File: src/rtl/supercar_trail_pwm.sv
// Supercar light-bar trail stage: per-LED brightness with fading afterglow, driven as PWM.
// Define SUPERCAR_TRAIL_EXP_DECAY_EN to halve brightness per decay step instead of decrementing.
module supercar_trail_pwm #(
  parameter int N_BIT     = 4,
  parameter int BR_BITS   = 4,
  parameter int DECAY_DIV = 2
) (
  input  logic             clk,
  input  logic             rst,
  input  logic             en,
  input  logic [N_BIT-1:0] pin,
  output logic [N_BIT-1:0] led,
  output logic             frame
);

  localparam int MAX   = (1 << BR_BITS) - 1;
  localparam int DEC_W = (DECAY_DIV > 1) ? $clog2(DECAY_DIV) : 1;

  localparam logic [BR_BITS-1:0] PWM_LAST = BR_BITS'(MAX - 1);
  localparam logic [BR_BITS-1:0] BR_FULL  = BR_BITS'(MAX);
  localparam logic [DEC_W-1:0]   DEC_LAST = DEC_W'(DECAY_DIV - 1);

  logic [BR_BITS-1:0] pwm_cnt_q, pwm_cnt_d;
  logic [DEC_W-1:0]   dec_cnt_q, dec_cnt_d;
  logic [BR_BITS-1:0] br_q [N_BIT];
  logic [BR_BITS-1:0] br_d [N_BIT];
  logic [N_BIT-1:0]   led_q, led_d;
  logic               frame_q, frame_d;
  logic               wrap;
  logic               step;

  function automatic logic [BR_BITS-1:0] decay(input logic [BR_BITS-1:0] b);
`ifdef SUPERCAR_TRAIL_EXP_DECAY_EN
    return b >> 1;
`else
    return b - BR_BITS'(1);
`endif
  endfunction

  always_comb begin
    wrap      = (pwm_cnt_q == PWM_LAST);
    step      = wrap && (dec_cnt_q == DEC_LAST);
    pwm_cnt_d = pwm_cnt_q;
    dec_cnt_d = dec_cnt_q;
    led_d     = led_q;
    frame_d   = frame_q;
    br_d      = br_q;
    if (en) begin
      pwm_cnt_d = wrap ? '0 : pwm_cnt_q + BR_BITS'(1);
      frame_d   = wrap;
      if (wrap) begin
        dec_cnt_d = (dec_cnt_q == DEC_LAST) ? '0 : dec_cnt_q + DEC_W'(1);
      end
      for (int unsigned i = 0; i < N_BIT; i++) begin
        // led uses the pre-update brightness, so a load shows one edge later
        led_d[i] = (br_q[i] > pwm_cnt_q);
        if (pin[i]) begin
          br_d[i] = BR_FULL;
        end else if (step && (br_q[i] != '0)) begin
          br_d[i] = decay(br_q[i]);
        end
      end
    end
  end

  always_ff @(posedge clk) begin
    if (rst) begin
      pwm_cnt_q <= '0;
      dec_cnt_q <= '0;
      led_q     <= '0;
      frame_q   <= 1'b0;
      for (int unsigned i = 0; i < N_BIT; i++) begin
        br_q[i] <= '0;
      end
    end else begin
      pwm_cnt_q <= pwm_cnt_d;
      dec_cnt_q <= dec_cnt_d;
      led_q     <= led_d;
      frame_q   <= frame_d;
      for (int unsigned i = 0; i < N_BIT; i++) begin
        br_q[i] <= br_d[i];
      end
    end
  end

  assign led   = led_q;
  assign frame = frame_q;

endmodule
File: config.mk
export PLATFORM = sky130hd
export DESIGN_NAME = supercar_trail_pwm
export DESIGN_NICKNAME = d
export VERILOG_FILES = /design/src/rtl/supercar_trail_pwm.sv
export SDC_FILE = /design/constraint.sdc
export NUM_CORES = 1
export LEC_CHECK = 0
export BUFFER_PORTS_ARGS = -buffer_cell sky130_fd_sc_hd__buf_4
export CAP_MARGIN = 0
export CORE_UTILIZATION = 64
export DETAILED_ROUTE_END_ITERATION = 12
export PLACE_DENSITY_LB_ADDON = 0.08
export SETUP_SLACK_MARGIN = 0.05
export SYNTH_ARGS = -nofsm -noshare
export SYNTH_HDL_FRONTEND = slang
export SYNTH_SLANG_ARGS = --single-unit
File: constraint.sdc
create_clock -name clk -period 2.5 [get_ports clk]
set_input_delay 0.125 -clock clk [delete_from_list [all_inputs] [get_ports clk]]
set_output_delay 0.125 -clock clk [all_outputs]
set_load 0.01 [all_outputs]
==> flow_summary.json <==
{
  "ant_nets": 0,
  "numCtsBuffers": 3,
  "drc": 0,
  "p_clk_frac": 0.248,
  "power_frac_seq": 0.537,
  "clock-root-buffer": "clkbuf_4",
  "final_max_slew_viol_count": 0,
  "dr.pass1.iters": 4,
  "drive_gt1_frac": 0.117,
  "num_antenna_cells": 0,
  "antenna_found_initial": 0,
  "min_path_type": "primary input to register",
  "clock_sinks": 26,
  "crit_path_start_kind": "register",
  "synth_top_family_by_area": "compound AO/OA/AOI/OAI gates",
  "synth_top_area_frac": 0.319,
  "grt_overflow": 0,
  "chipHeight_um": 52.5,
  "grt_usage": 0.300,
  "clk_latency_ps": 320,
  "grt_pass1_wl_mm": 6.09,
  "netlist_top_cells_area": "dfxtp_1 (32%), ha_1 (15%), o31ai_4 (5.2%)",
  "design_area_um2": 1760,
  "vias": 1474,
  "power_mw": 0.885,
  "p_int_mw": 0.617,
  "postCtsHoldBufs": 0,
  "p_sw_mw": 0.267,
  "yosys_warnings": 0,
  "layout.nets": 224,
  "worstHoldStart": "rst",
  "syn_to_final_growth_pct": 7.83,
  "place_area_um2": 1720,
  "synthMuxAreaShare": 0.00691,
  "wl_mm": 3.65,
  "setup_viol": 0,
  "synth_fa_ha_area_frac": 0.153,
  "slew_headroom": 0.578,
  "grt_pass1_vias": 1292,
  "finalSetupTns_ps": 0,
  "die-width_um": 52.5,
  "fin_skew_ps": 3.65,
  "worstMarginPinSlew_ps": 631,
  "synth_seq_cells": 26,
  "port_buffers": 11,
  "num_rows": 17,
  "p_per_area_nw_per_um2": 503,
  "crit_slowest_cell": "nand4b_1",
  "gp_congestion": 0.866,
  "fillers": 175,
  "power_frac_comb": 0.214,
  "wl_per_cell_um": 16.3,
  "syn-cell-area_um2": 1630,
  "min_period_ps": 1980,
  "min_period_over_period": 0.793,
  "cts_buffer_depth": 2,
  "cts_tree": "built",
  "endpoint_kind": "register",
  "crit_required_ps": 2720,
  "start_util": 0.710,
  "synth_nets": 213,
  "path_clk_slew_ps": 150,
  "final.setup.worst_slack_ps": 518,
  "cts_post_setup_buffers_inserted": 0,
  "place.detailed.hpwl_mm": 2.76,
  "crit_chain": "nand4b_1 > buf_4 > or4_1 > a21oi_1 > a311oi_1",
  "synth_xor_area_frac": 0.00537,
  "pre_cts_slack_ps": 570,
  "crit_buf_inv": 1,
  "rr_startpoint": "pwm_cnt_q[0]",
  "fmaxAchievable_mhz": 504,
  "synth_compound_area_frac": 0.264,
  "syn_avg_cell_area_um2": 8.77,
  "status": "complete, no violations",
  "finalHoldViolCount": 0,
  "die_area_um2": 2750,
  "core_area_um2": 2300,
  "rsz0062_at_grt": "false",
  "drt_iter0_markers": 51,
  "critPathTopFamily": "simple AND/OR/NAND/NOR gates",
  "grt_max_degree": 25,
  "cp_slowest_stage_delay_ps": 470,
  "ioPinCount": 12,
  "max-vdd-ir-drop_v": 0.000369,
  "yosysSeqAreaShare": 0.319,
  "max_cap_viol_count": 0,
  "leakage_nw": 0.658,
  "synth_cells": 186,
  "worstSetupStartpoint": "pwm_cnt_q[0]",
  "cp.arrival_ps": 2200,
  "ys_types": 32,
  "swShare": 0.302,
  "htree_levels": 1,
  "ctsResizeCount": 0,
  "yosys.area.top_type": "dfxtp_1",
  "via_per_inst": 6.58,
  "cp_max_fo": 11,
  "criticalPathCategory": "register to register",
  "utilization": 0.765,
  "synth-simple-area-share": 0.191
}
power groups by stage:
stage	clock (mW)	sequential, mW	combinational, mW
finish	0.220	0.475	0.189
global route	0.235	0.480	0.213
CTS	0.223	0.474	0.187
detailed placement	0	0.484	0.186
global placement	0	0.482	0.174
floorplan	0	0.478	0.127
layout make-up:
class / instances / area [µm²] / area share
multi-input combinational: 137 / 1010 / 0.576
sequential: 26 / 520 / 0.296
timing repair buffer: 12 / 90.1 / 0.0512
inverter: 17 / 63.8 / 0.0363
clock buffer: 4 / 36.3 / 0.0206
tap: 28 / 35.0 / 0.0199
per-layer routing:
| metal | track usage | routed length, µm |
|---|---|---|
| met5 | 0 | 0 |
| met3 | 0.0261 | 156 |
| met4 | 0.0921 | 32 |
| met2 | 0.445 | 1680 |
| met1 | 0.452 | 1780 |
path summary, 6_finish.rpt:
kind	to	slack [ps]	cells after the start
max	br_q[14]	520	5
min	pwm_cnt_q[1]	140	2
max reg2reg	br_q[14]	520	5
min reg2reg	frame	510	2
cells in the mapped netlist:
| master | instances |
|---|---|
| nand4b_1 | 1 |
| a22oi_1 | 4 |
| and4b_1 | 1 |
| clkbuf_1 | 4 |
| nor3_1 | 7 |
| a41oi_1 | 4 |
| buf_6 | 1 |
| nor3b_1 | 4 |
| and3_1 | 1 |
| dfxtp_1 | 26 |
| a211oi_1 | 8 |
| ha_1 | 20 |
| buf_4 | 1 |
| nor2_1 | 22 |
| o31ai_4 | 4 |
| or3_4 | 1 |
| nand2_1 | 10 |
| nand2b_1 | 1 |
| a21o_1 | 4 |
| or2_2 | 1 |
| or4_1 | 4 |
| xnor2_1 | 1 |
| o21ai_0 | 7 |
| a311oi_1 | 7 |
| inv_1 | 17 |
| o31ai_1 | 1 |
| a221oi_1 | 2 |
| o2111ai_1 | 1 |
| mux2_2 | 1 |
| nand3_1 | 2 |
| nor4_1 | 6 |
| a21oi_1 | 12 |
kinds of logic after synthesis:
kind of cell	after synthesis
adder cells (fa/ha/maj)	20
flip-flops	26
AND/OR/NAND/NOR	61
XOR/XNOR	1
AO/OA/AOI/OAI	54
buffers and inverters	23
multiplexers	1
flip-flops by register name, summed over array words and instances (netlist names):
name and count:
br_q 16, led 4, pwm_cnt_q 4, dec_cnt_q 1
frame 1
worst reg2reg max path, cell delays in order (launching register included):
cell      delay, ps
dfxtp_1         450
nand4b_1        480
buf_4           310
or4_1           400
a21oi_1         170
a311oi_1         70
metrics by stage:
step                instances  hold WS [ps]
floorplan                 186           203
global placement          220           467
detailed placement        220           485
CTS                       224           132
global route              224           139
finish                    224           135
layout by cell type (no fill, tap or decap), drive strengths merged, types with 2 or more instances in the layout:
master,count
a21oi,12
o21ai,7
nor2,22
a22oi,4
or4,4
inv,17
a41oi,4
a221oi,2
clkbuf,4
a211oi,8
nor3,7
o31ai,5
nand2,10
buf,12
nand3,2
a311oi,7
nor4,6
a21o,4
nor3b,4
ha,20
dfxtp,26
No activity file was read; power rests on OpenSTA's default activity.
